--- config.mk ---
export PLATFORM = sky130hd
export DESIGN_NAME = reg_write_arbiter
export DESIGN_NICKNAME = d
export VERILOG_FILES = /design/src/rtl/reg_write_arbiter.sv
export SDC_FILE = /design/constraint.sdc
export NUM_CORES = 1
export LEC_CHECK = 0
export CAP_MARGIN = 10
export CELL_PAD_IN_SITES_DETAIL_PLACEMENT = 0
export CELL_PAD_IN_SITES_GLOBAL_PLACEMENT = 1
export CORE_MARGIN = 4
export CORE_UTILIZATION = 24
export DETAILED_ROUTE_END_ITERATION = 16
export PLACE_DENSITY_LB_ADDON = 0.1
export SYNTH_ARGS = -nofsm -noshare
export SYNTH_HDL_FRONTEND = slang
export SYNTH_SLANG_ARGS = --single-unit
--- constraint.sdc ---
create_clock -name clk -period 2 [get_ports clk]
set_input_delay 0.2 -clock clk [delete_from_list [all_inputs] [get_ports clk]]
set_output_delay 0.2 -clock clk [all_outputs]
set_load 0.05 [all_outputs]
--- src/rtl/reg_write_arbiter.sv ---
// Round-robin arbiter sharing the register-bank write port among NUM_REQ producers,
// with a one-register-per-cycle clear sweep.
module reg_write_arbiter #(
    parameter int NUM_REQ  = 4,
    parameter int NUM_REGS = 8,
    parameter int ADDR_W   = 4,
    parameter int DATA_W   = 16
) (
    input  logic                      clk,
    input  logic                      reset,
    input  logic [NUM_REQ-1:0]        req_valid,
    input  logic [NUM_REQ*ADDR_W-1:0] req_addr,
    input  logic [NUM_REQ*DATA_W-1:0] req_data,
    output logic [NUM_REQ-1:0]        req_ready,
    input  logic                      clear_start,
    output logic [NUM_REGS-1:0]       wr_en,
    output logic [ADDR_W-1:0]         wr_addr,
    output logic [DATA_W-1:0]         wr_data,
    output logic [2:0]                grant_id,
    output logic                      busy,
    output logic                      clear_done,
    output logic                      addr_err
);

    localparam int PTR_W = (NUM_REQ > 1) ? $clog2(NUM_REQ) : 1;
    localparam int CNT_W = $clog2(NUM_REGS + 1);
    localparam logic [PTR_W:0]   NUM_REQ_L  = (PTR_W+1)'(NUM_REQ);
    localparam logic [PTR_W-1:0] LAST_REQ   = PTR_W'(NUM_REQ - 1);
    localparam logic [CNT_W-1:0] NUM_REGS_L = CNT_W'(NUM_REGS);

    typedef enum logic {IDLE, CLEAR} state_t;

    state_t              state_q, state_d;
    logic [PTR_W-1:0]    rr_ptr_q, rr_ptr_d;
    logic [CNT_W-1:0]    clr_cnt_q, clr_cnt_d;
    logic [NUM_REGS-1:0] wr_en_q, wr_en_d;
    logic [ADDR_W-1:0]   wr_addr_q, wr_addr_d;
    logic [DATA_W-1:0]   wr_data_q, wr_data_d;
    logic [2:0]          grant_id_q, grant_id_d;
    logic                busy_q, busy_d;
    logic                clear_done_q, clear_done_d;
    logic                addr_err_q, addr_err_d;

    logic                arb_en;
    logic                grant_vld;
    logic [PTR_W-1:0]    grant_idx;
    logic [PTR_W:0]      cand;
    logic [ADDR_W-1:0]   sel_addr;
    logic [DATA_W-1:0]   sel_data;

    // Rotating priority search starting at rr_ptr; a pending clear blocks all grants.
    always_comb begin
        arb_en    = !reset && (state_q == IDLE) && !clear_start;
        grant_vld = 1'b0;
        grant_idx = '0;
        cand      = '0;
        req_ready = '0;
        for (int unsigned off = 0; off < NUM_REQ; off++) begin
            cand = {1'b0, rr_ptr_q} + (PTR_W+1)'(off);
            if (cand >= NUM_REQ_L) begin
                cand = cand - NUM_REQ_L;
            end
            if (arb_en && !grant_vld && req_valid[cand[PTR_W-1:0]]) begin
                grant_vld = 1'b1;
                grant_idx = cand[PTR_W-1:0];
            end
        end
        if (grant_vld) begin
            req_ready[grant_idx] = 1'b1;
        end
    end

    assign sel_addr = req_addr[32'(grant_idx)*ADDR_W +: ADDR_W];
    assign sel_data = req_data[32'(grant_idx)*DATA_W +: DATA_W];

    always_comb begin
        state_d      = state_q;
        rr_ptr_d     = rr_ptr_q;
        clr_cnt_d    = clr_cnt_q;
        wr_en_d      = '0;
        wr_addr_d    = '0;
        wr_data_d    = '0;
        grant_id_d   = '0;
        busy_d       = 1'b0;
        clear_done_d = 1'b0;
        addr_err_d   = 1'b0;
        case (state_q)
            IDLE: begin
                if (clear_start) begin
                    state_d    = CLEAR;
                    busy_d     = 1'b1;
                    wr_en_d[0] = 1'b1;
                    clr_cnt_d  = CNT_W'(1);
                end else if (grant_vld) begin
                    rr_ptr_d   = (grant_idx == LAST_REQ) ? '0 : grant_idx + 1'b1;
                    wr_addr_d  = sel_addr;
                    grant_id_d = 3'(grant_idx);
                    if (32'(sel_addr) < NUM_REGS) begin
                        wr_data_d = sel_data;
                        for (int unsigned r = 0; r < NUM_REGS; r++) begin
                            wr_en_d[r] = (32'(sel_addr) == r);
                        end
                    end else begin
                        addr_err_d = 1'b1;
                    end
                end
            end
            CLEAR: begin
                // Counter holds the index of the write being launched; NUM_REGS marks the done cycle.
                if (clr_cnt_q == NUM_REGS_L) begin
                    state_d      = IDLE;
                    clear_done_d = 1'b1;
                    clr_cnt_d    = '0;
                end else begin
                    busy_d    = 1'b1;
                    clr_cnt_d = clr_cnt_q + 1'b1;
                    wr_addr_d = ADDR_W'(clr_cnt_q);
                    for (int unsigned r = 0; r < NUM_REGS; r++) begin
                        wr_en_d[r] = (32'(clr_cnt_q) == r);
                    end
                end
            end
            default: state_d = IDLE;
        endcase
    end

    always_ff @(posedge clk) begin
        if (reset) begin
            state_q      <= IDLE;
            rr_ptr_q     <= '0;
            clr_cnt_q    <= '0;
            wr_en_q      <= '0;
            wr_addr_q    <= '0;
            wr_data_q    <= '0;
            grant_id_q   <= '0;
            busy_q       <= 1'b0;
            clear_done_q <= 1'b0;
            addr_err_q   <= 1'b0;
        end else begin
            state_q      <= state_d;
            rr_ptr_q     <= rr_ptr_d;
            clr_cnt_q    <= clr_cnt_d;
            wr_en_q      <= wr_en_d;
            wr_addr_q    <= wr_addr_d;
            wr_data_q    <= wr_data_d;
            grant_id_q   <= grant_id_d;
            busy_q       <= busy_d;
            clear_done_q <= clear_done_d;
            addr_err_q   <= addr_err_d;
        end
    end

    assign wr_en      = wr_en_q;
    assign wr_addr    = wr_addr_q;
    assign wr_data    = wr_data_q;
    assign grant_id   = grant_id_q;
    assign busy       = busy_q;
    assign clear_done = clear_done_q;
    assign addr_err   = addr_err_q;

endmodule

==> impl_metrics.ini, run 1 <==
[clock_tree]
cts_tree = built
numCtsBuffers = 5
clkTransAtPathRegs_ps = 80
cts-root-buf = clkbuf_8
cts_hold_buf = 0
numClockSinks = 39
insertion_delay_ps = 290
cts_buffer_depth = 2
cts_max_level = 2

[setup_path]
cpPeakStageDelay_ps = 410
cp_max_fo = 4
rrSetupSlack_ps = -170
required_ps = 2220
r2r-start = rr_ptr_q[0]$_SDFFE_PP0P_
crit_arrival_ps = 2390
crit_chain = and2b_2, nor3_4, o221ai_4, buf_6, mux2i_1, mux2_4, or3b_4, o31ai_2
worstSetupPathType = reg2reg
crit_start = rr_ptr_q[0]$_SDFFE_PP0P_
slowest_stage = or3b_4
worstSetupStartpointType = flop
rr_endpoint = wr_en[4]$_SDFF_PP0_
end_kind = flop
reg2regPathDepth = 8

[timing]
clock.fmax_mhz = 460.2
fin_crit_ps = 2173
grt_setup_unrepaired = yes
holdWs_ps = 555.4
worstMarginPinSlew_ps = 526.2
finalHoldViolCount = 0
setup_viol = 25
setup_slack_ps = -172.8
skew_ps = 11.11
setup_tns_ps = -1054
min_period_over_period_pct = 108.6
drv_slew = 0
max_slew_margin_pct = 64.81

[logic_synthesis]
synth_ff_type = dfxtp_1
async_reset_ff_share_pct = 0
synthMostInstantiatedCell = dfxtp_1
synth_common_cells = 39 x dfxtp_1, 29 x nor2_1, 26 x mux2i_1
yosysTopAreaCellShare_pct = 36.30
synth_edf_count = 0
yosysWarnings = 0
yosysSeqAreaShare_pct = 36.30
synth_area_leaders = dfxtp_1 36%, mux2i_1 12%, mux2_2 8.9%
ys_types = 40
ys_seq_elements = 39
netlist_area_um2 = 2151
synth_nets = 326
avgSynthCellArea_um2 = 9.311
synth_largest_area_cell = dfxtp_1
synth_cells = 231

[power_and_ir_drop]
p_sw_uw = 589.1
switching_share_pct = 27.94
combPwrFrac_pct = 29.7
clockPowerShare_pct = 31.6
intPower_mw = 1.519
p_leak_nw = 1.757
max-vdd-ir-drop_mv = 0.2061
power.density_nw_per_um2 = 496.2
seqPwrFrac_pct = 38.7

[floorplan]
start_util_pct = 24.66
ios = 125
row_count = 34
core_region_area_um2 = 8721
dieArea_um2 = 10540
die_w_um = 102.7
die_y_um = 102.7

[placement]
dp_cells = 474
place.gp.congestion = 0.8050
dp_hpwl_um = 5457
placed_area_um2 = 3720
place_ws_ps = -499.2
numPortBuffers = 123

[drt]
vias = 2260
wire_per_inst_um = 14.60
drt_iter0_markers = 39
firstDrtPassIters = 4
via_per_inst = 4.556
ant_nets = 0
routed_wl_um = 7243
drc = 0

[flow_run]
max-cap-violations = 0

[global_routing]
grt_max_degree = 29
grt_remaining_overflow = 0
antenna_found_initial = 0
gr-usage-all-layers_pct = 13.16
grt_pass1_wl_um = 10740
grt_pass1_vias = 2205

[final_layout]
syn_to_final_growth_pct = 97.56
nets = 482
layout.cells.non_filler = 496
final_area_um2 = 4249
drive_gt1_share_pct = 32.47
antennaDiodeCount = 0

[run_status]
violations = setup timing
outcome = finished, violations left

[worst_hold_path]
hold_path_class = in2reg
hold_start = req_data[18]
hold_depth = 3
hold_end = wr_data[2]$_SDFF_PP0_
==> routing by layer <==
metal  global-route usage (%)  wire length, um  vias up
met1                    14.90             2804     1035
li1                         -                -     1139
met4                    4.036               79        0
met3                    5.345              691        4
met5                        0                0        -
met2                    22.64             3667       82
==> power groups by stage <==
| stage | combinational [mW] | sequential [mW] | clock (mW) |
|---|---|---|---|
| final | 0.625 | 0.816 | 0.667 |
| after detailed placement | 0.543 | 0.834 | 0 |
| after CTS | 0.578 | 0.816 | 0.703 |
| after floorplan | 0.183 | 0.906 | 0 |
| after global placement | 0.543 | 0.834 | 0 |
| after global routing | 0.670 | 0.820 | 0.719 |
==> layout make-up <==
type	count	area, um^2
fillers	835	4472
repair buffers	162	1652
inverters	9	38.79
clock inverters	2	37.54
flip-flops and latches	39	787.0
well taps	108	135.1
multi-input cells	170	1526
clock buffers	6	72.57
==> logic make-up after synthesis <==
kind of cell,share of synthesized area (%)
other,0.1744
buffers and inverters,4.887
multiplexers,21.70
flip-flops,36.30
AND/OR/NAND/NOR,15.12
adder cells (fa/ha/maj),4.654
AO/OA/AOI/OAI,17.16
==> layout by cell type (no fill, tap or decap), types with 3 or more instances in the layout <==
cell             instances
a211oi_2                15
a21oi_1                  4
and2_4                   4
buf_12                   7
buf_4                   27
buf_6                    7
clkbuf_8                 5
clkdlybuf4s50_1        116
dfxtp_1                 36
dlygate4sd2_1            3
ha_1                     4
ha_4                     4
inv_1                    4
inv_2                    4
mux2_2                  16
mux2i_1                 22
mux2i_2                  4
nand2_1                  8
nand3_1                  9
nor2_1                  26
nor2_2                   3
o21ai_0                  4
o21ai_1                  6
o21ai_2                  5
==> stage by stage <==
step           util (%)  power (mW)
4_1_cts           46.13       2.098
3_5_place_dp      42.65       1.376
5_1_grt           48.72       2.209
2_1_floorplan         -       1.089
3_3_place_gp      42.65       1.378
6_report          48.72       2.108
==> worst max-delay path by stage <==
stage | endpoint | slack [ps]
after global routing | wr_en[4]$_SDFF_PP0_ | -280
final | wr_en[4]$_SDFF_PP0_ | -170
after CTS | wr_en[4]$_SDFF_PP0_ | -180
after detailed placement | wr_en[4]$_SDFF_PP0_ | -500
after global placement | wr_en[4]$_SDFF_PP0_ | -460
after floorplan | wr_en[4]$_SDFF_PP0_ | -20
==> sequential cells by signal, summed over array words and instances, names as in the netlist <==
signal / count
rr_ptr_q: 2
clr_cnt_q: 4
clear_done: 1
wr_en: 8
wr_data: 16
grant_id: 2
addr_err: 1
busy: 1
wr_addr: 4
==> what timing repair did <==
item | 4_1_cts | 5_1_grt
buffers inserted | 7 | 7
setup endpoints to repair | 30 | 33
pin swaps | 6 | 10
cloned | 1 | 0
resized for setup | 28 | 49
==> worst max-delay path, delay by kind of cell, from the launching register on <==
family | cells | cell delay (ps)
buffers and inverters | 1 | 150
DFF | 1 | 370
and+or+nand+nor | 3 | 810
muxes | 2 | 390
AOI/OAI and AO/OA | 2 | 380
(Power assumes the default switching activity.)
==> run 2, diff against run 1 <==
Settings changed: CORE_ASPECT_RATIO from default to 0.6.
==> run 2 against run 1 <==
  * The run still ends with setup timing left
  * Hold slack worse by 16 ps
  * Global-route usage is 0.94 points higher
  * Routed wire length is 10% higher
  * Clock skew down 5.8 ps
  * Clock-buffer cell count increased by 1
  * Cell area grew 3.1%
  * Clock power is 13% higher
  * Critical path depth up 1
  * Sequential share of layout area decreased by 0.49 points
  * Worst setup slack got worse by 14 ps
  * Via count up 2.5%
==> impl_metrics.ini, run 2 (synthesized netlist as in run 1, its figures left out) <==
[placement]
dp_cells = 487
dp_hpwl_um = 6028
numPortBuffers = 123
place.gp.congestion = 0.8172
place_ws_ps = -530.0

[worst_hold_path]
hold_start = req_valid[2]
hold_path_class = in2reg
hold_depth = 5
hold_end = grant_id[1]$_SDFF_PP0_

[floorplan]
core_region_area_um2 = 8621
start_util_pct = 24.95
dieArea_um2 = 10590
die_y_um = 81.33
ios = 125
die_w_um = 130.2
row_count = 26

[setup_path]
rrSetupSlack_ps = -190
end_kind = flop
cpPeakStageDelay_ps = 420
required_ps = 2190
reg2regPathDepth = 9
slowest_stage = or3b_4
r2r-start = rr_ptr_q[0]$_SDFFE_PP0P_
crit_arrival_ps = 2380
worstSetupStartpointType = flop
crit_chain = and2b_2, nor3_4, o221ai_4, buf_12, buf_6, mux2i_2, mux2_4, or3b_4, o31ai_2
path_delay_family = simple AND/OR/NAND/NOR gates
cp_max_fo = 5
worstSetupPathType = reg2reg
worst-path-buf-inv = 2
rr_endpoint = wr_en[4]$_SDFF_PP0_

[drt]
wire_per_inst_um = 15.49
drt_iter0_markers = 53
vias = 2316
via_per_inst = 4.488
firstDrtPassIters = 4
ant_nets = 0
drc = 0
routed_wl_um = 7991

[global_routing]
grt_max_degree = 24
grt_pass1_vias = 2234
gr-usage-all-layers_pct = 14.10
grt_remaining_overflow = 0
grt_pass1_wl_um = 11410
antenna_found_initial = 0

[run_status]
violations = setup timing
outcome = finished, violations left

[timing]
max_slew_margin_pct = 64.55
setup_slack_ps = -187.0
finalHoldViolCount = 0
setup_viol = 26
fin_crit_ps = 2187
min_period_over_period_pct = 109.3
clock.fmax_mhz = 457.3
worstMarginPinSlew_ps = 530.1
skew_ps = 5.297
grt_setup_unrepaired = yes
drv_slew = 0

[power_and_ir_drop]
total_power_mw = 2.218
p_leak_nw = 1.882
power.density_nw_per_um2 = 506.6
max-vdd-ir-drop_mv = 0.2774

[final_layout]
final_core_util_pct = 50.80
antennaDiodeCount = 0
largest_reg_flops = 16
fill_cells = 771
final_cell_mix = 114 x clkdlybuf4s50_1, 40 x buf_4, 36 x dfxtp_1
syn_to_final_growth_pct = 103.6
drive_gt1_share_pct = 31.19
final_common_cell = clkdlybuf4s50_1
layout.cells.non_filler = 516
nets = 499

[clock_tree]
cts_buffer_depth = 2
insertion_delay_ps = 280
clkTransAtPathRegs_ps = 50
cts_tree = built
numCtsBuffers = 5
numClockSinks = 39
cts-root-buf = clkbuf_16
cts_max_level = 2

[flow_run]
max-cap-violations = 0
[run 2: cell count changes in the layout (fill, tap and decap cells not counted), moves of 3 or more]
cell	delta
a211oi_1	+9
a211oi_2	-9
buf_4	+13
clkbuf_16	+6
clkbuf_8	-5
o21ai_0	+3
o21ai_2	-3
[run 2: worst max path at each step]
stage                                        start             endpoint  slack, ps  depth (start not counted)
final                     rr_ptr_q[0]$_SDFFE_PP0P_  wr_en[4]$_SDFF_PP0_       -190                          9
after detailed placement              req_valid[0]  wr_en[4]$_SDFF_PP0_       -530                          7
after floorplan                    busy$_SDFF_PP0_  wr_en[4]$_SDFF_PP0_        -20                          6
after global placement                req_valid[0]  wr_en[4]$_SDFF_PP0_       -480                          7
after global routing      rr_ptr_q[0]$_SDFFE_PP0P_  wr_en[4]$_SDFF_PP0_       -260                          9
after CTS                 rr_ptr_q[0]$_SDFFE_PP0P_  wr_en[4]$_SDFF_PP0_       -130                          9
[run 2: worst reg2reg max path, delay by kind of cell, from the launching register on]
family                 cells  cell delay [ps]
and+or+nand+nor            3              820
buffers and inverters      2              270
AOI/OAI and AO/OA          2              310
muxes                      2              360
DFF                        1              350
[run 2: area by class of cell]
cell class	instances	area (um^2)	area share [%]
multi-input combinational	170	1454	33.20
sequential	39	789.5	18.03
timing repair buffer	179	1817	41.49
tap	112	140.1	3.200
inverter	9	46.29	1.057
clock buffer	7	132.6	3.029
[run 2: per-layer routing]
| metal | up-vias | track usage [%] | wire (um) |
|---|---|---|---|
| li1 | 1169 | - | - |
| met1 | 1073 | 19.66 | 3851 |
| met2 | 65 | 20.45 | 3394 |
| met3 | 9 | 5.388 | 637 |
| met4 | 0 | 3.216 | 108 |
| met5 | - | 0 | 0 |
[run 2: per-stage QoR]
stage	area (um^2)	TNS [ps]	hold WS, ps
2_1_floorplan	2210	-44.46	369.1
3_3_place_gp	3805	-12640	480.2
3_5_place_dp	3805	-13610	490.1
4_1_cts	4209	-820.9	539.3
5_1_grt	4379	-5367	559.0
6_report	4379	-3142	539.7
[run 2: repair_timing]
action	in CTS	in global routing
hold buffers	0	0
endpoints found under the setup margin	32	31
pin swaps	10	8
setup buffers	15	6
gates resized for setup	38	28
cloned	1	1
[run 2: where the power goes]
| part | internal [mW] | total, mW | switching [mW] |
|---|---|---|---|
| clock network | 0.456 | 0.753 | 0.296 |
| logic | 0.367 | 0.649 | 0.282 |
| registers | 0.803 | 0.816 | 0.0138 |
| total | 1.63 | 2.22 | 0.592 |
==> run 3, diff against run 2 <==
--- a/config.mk
+++ b/config.mk
@@ -10,5 +10,5 @@
 export CELL_PAD_IN_SITES_GLOBAL_PLACEMENT = 1
 export CORE_ASPECT_RATIO = 0.6
-export CORE_MARGIN = 4
+export CORE_MARGIN = 2
 export CORE_UTILIZATION = 24
 export DETAILED_ROUTE_END_ITERATION = 16
==> constraint.sdc (replaced) <==
create_clock -name clk -period 2 [get_ports clk]
set_input_delay 0.2 -clock clk [delete_from_list [all_inputs] [get_ports clk]]
set_output_delay 0.2 -clock clk [all_outputs]
set_load 0.01 [all_outputs]
==> run 3 against run 2 <==
  * The flow still finishes with violations (setup timing)
  * Clock-buffer cell count rose by 1
  * Sequential power is essentially flat
  * Maximum frequency shrank 1.2%
  * Non-clock buffer count is 8 lower
  * Final cell count is 1.4% lower
  * Combinational power shrank 16%
  * Register-to-register slack worse by 30 ps
  * Clock skew rose by 1.9 ps
  * Utilization down 2.2 points
  * Critical endpoint unchanged
  * Highest routed layer unchanged
==> impl_metrics.ini, run 3 (synthesized netlist as in run 1, its figures left out) <==
[clock_tree]
insertion_delay_ps = 280
cts_tree = built
numCtsBuffers = 5
cts_buffer_depth = 2
cts-root-buf = clkbuf_16
cts_hold_buf = 0
numClockSinks = 39
clkTransAtPathRegs_ps = 60
cts_max_level = 2

[final_layout]
final_common_cell = clkdlybuf4s50_1
antennaDiodeCount = 0
drive_gt1_share_pct = 29.22
largest_reg_flops = 16
final_cell_mix = 115 x clkdlybuf4s50_1, 37 x dfxtp_1, 37 x buf_4
layout.cells.non_filler = 509
seqCellArea_um2 = 783.3
syn_to_final_growth_pct = 94.82
multi_input_area_um2 = 1423
final_area_um2 = 4190
fill_cells = 820
nets = 491

[worst_hold_path]
hold_end = wr_en[0]$_SDFF_PP0_
hold_depth = 3
hold_path_class = in2reg
hold_start = clear_start

[setup_path]
end_kind = flop
r2r-start = rr_ptr_q[0]$_SDFFE_PP0P_
worstSetupStartpointType = flop
rrSetupSlack_ps = -210
required_ps = 2200
worstSetupPathType = reg2reg
rr_endpoint = wr_en[4]$_SDFF_PP0_
crit_arrival_ps = 2410
reg2regPathDepth = 9
cp_max_fo = 6

[run_status]
violations = setup timing
outcome = finished, violations left

[global_routing]
grt_remaining_overflow = 0
antenna_found_initial = 0
grt_pass1_vias = 2261
gr-usage-all-layers_pct = 15.21
grt_pass1_wl_um = 11560
grt_max_degree = 33

[power_and_ir_drop]
p_leak_nw = 1.799
power.density_nw_per_um2 = 527.2
max-vdd-ir-drop_mv = 0.2976

[floorplan]
row_count = 26
die_y_um = 77.33
start_util_pct = 24.95
die_w_um = 126.2
dieArea_um2 = 9760
ios = 125
core_region_area_um2 = 8621

[placement]
dp_cells = 484
dp_hpwl_um = 5609
numPortBuffers = 123
place.gp.congestion = 0.8126
place_ws_ps = -696.7
placed_area_um2 = 3705

[timing]
setup_slack_ps = -212.9
clock.fmax_mhz = 451.9
drv_slew = 0
setup_viol = 30
skew_ps = 7.158
min_period_over_period_pct = 110.6
grt_setup_unrepaired = yes
finalHoldViolCount = 0
fin_crit_ps = 2213

[flow_run]
max-cap-violations = 0

[drt]
ant_nets = 0
wire_per_inst_um = 14.92
drt_iter0_markers = 173
routed_wl_um = 7594
firstDrtPassIters = 4
vias = 2282
via_per_inst = 4.483
drc = 0
## run 3: per-layer routing
| metal | vias up | share of wire (%) | GRT usage [%] |
|---|---|---|---|
| met3 | 5 | 9.2 | 5.931 |
| li1 | 1155 | - | - |
| met4 | 0 | 0.75 | 3.297 |
| met5 | - | 0 | 0 |
| met2 | 90 | 41 | 21.99 |
| met1 | 1032 | 49 | 21.35 |
## run 3: area by class of cell
class	count	area share, %
repair buffers	171	39.41
multi-input cells	170	33.95
flip-flops and latches	39	18.69
clock buffers	8	3.732
well taps	112	3.344
inverters	9	0.8659
## run 3: power breakdown
part	leakage (nW)	total (mW)	switching, mW	internal [mW]
logic	1.40	0.547	0.209	0.338
registers	0.318	0.817	0.0136	0.804
clock network	0.0772	0.845	0.313	0.531
total	1.80	2.21	0.536	1.67
## run 3: what timing repair did
action / CTS / global route
resized for setup: 38 / 35
pin swaps: 7 / 7
cloned: 0 / 1
setup endpoints to repair: 33 / 32
buffers inserted: 8 / 9
## run 3: worst max-delay path by stage
| stage | startpoint | end | slack, ps |
|---|---|---|---|
| after floorplan | rr_ptr_q[0]$_SDFFE_PP0P_ | req_ready[3] | 8 |
| after global placement | req_valid[0] | req_ready[3] | -650 |
| after detailed placement | req_valid[0] | req_ready[3] | -700 |
| after CTS | rr_ptr_q[0]$_SDFFE_PP0P_ | wr_en[4]$_SDFF_PP0_ | -240 |
| after global routing | rr_ptr_q[0]$_SDFFE_PP0P_ | wr_en[4]$_SDFF_PP0_ | -300 |
| final | rr_ptr_q[0]$_SDFFE_PP0P_ | wr_en[4]$_SDFF_PP0_ | -210 |
## run 3: metrics by stage
step | TNS [ps] | util [%] | power, mW | hold slack [ps]
6_report | -4395 | 48.61 | 2.209 | 521.4
5_1_grt | -6786 | 48.61 | 2.321 | 522.9
4_1_cts | -4527 | 45.98 | 2.196 | 517.6
3_5_place_dp | -19980 | 42.98 | 1.314 | 549.0
3_3_place_gp | -18390 | 42.98 | 1.313 | 563.6
2_1_floorplan | 0 | - | 1.014 | 369.1
## run 3: critical path, cell delays in order, from the launching register on
cell      delay, ps
dfxtp_2         340
and2b_2         240
buf_6           120
nor3_4          140
o221ai_4        140
buf_6           160
mux2i_2         190
mux2_4          210
or3b_4          420
o31ai_2         180
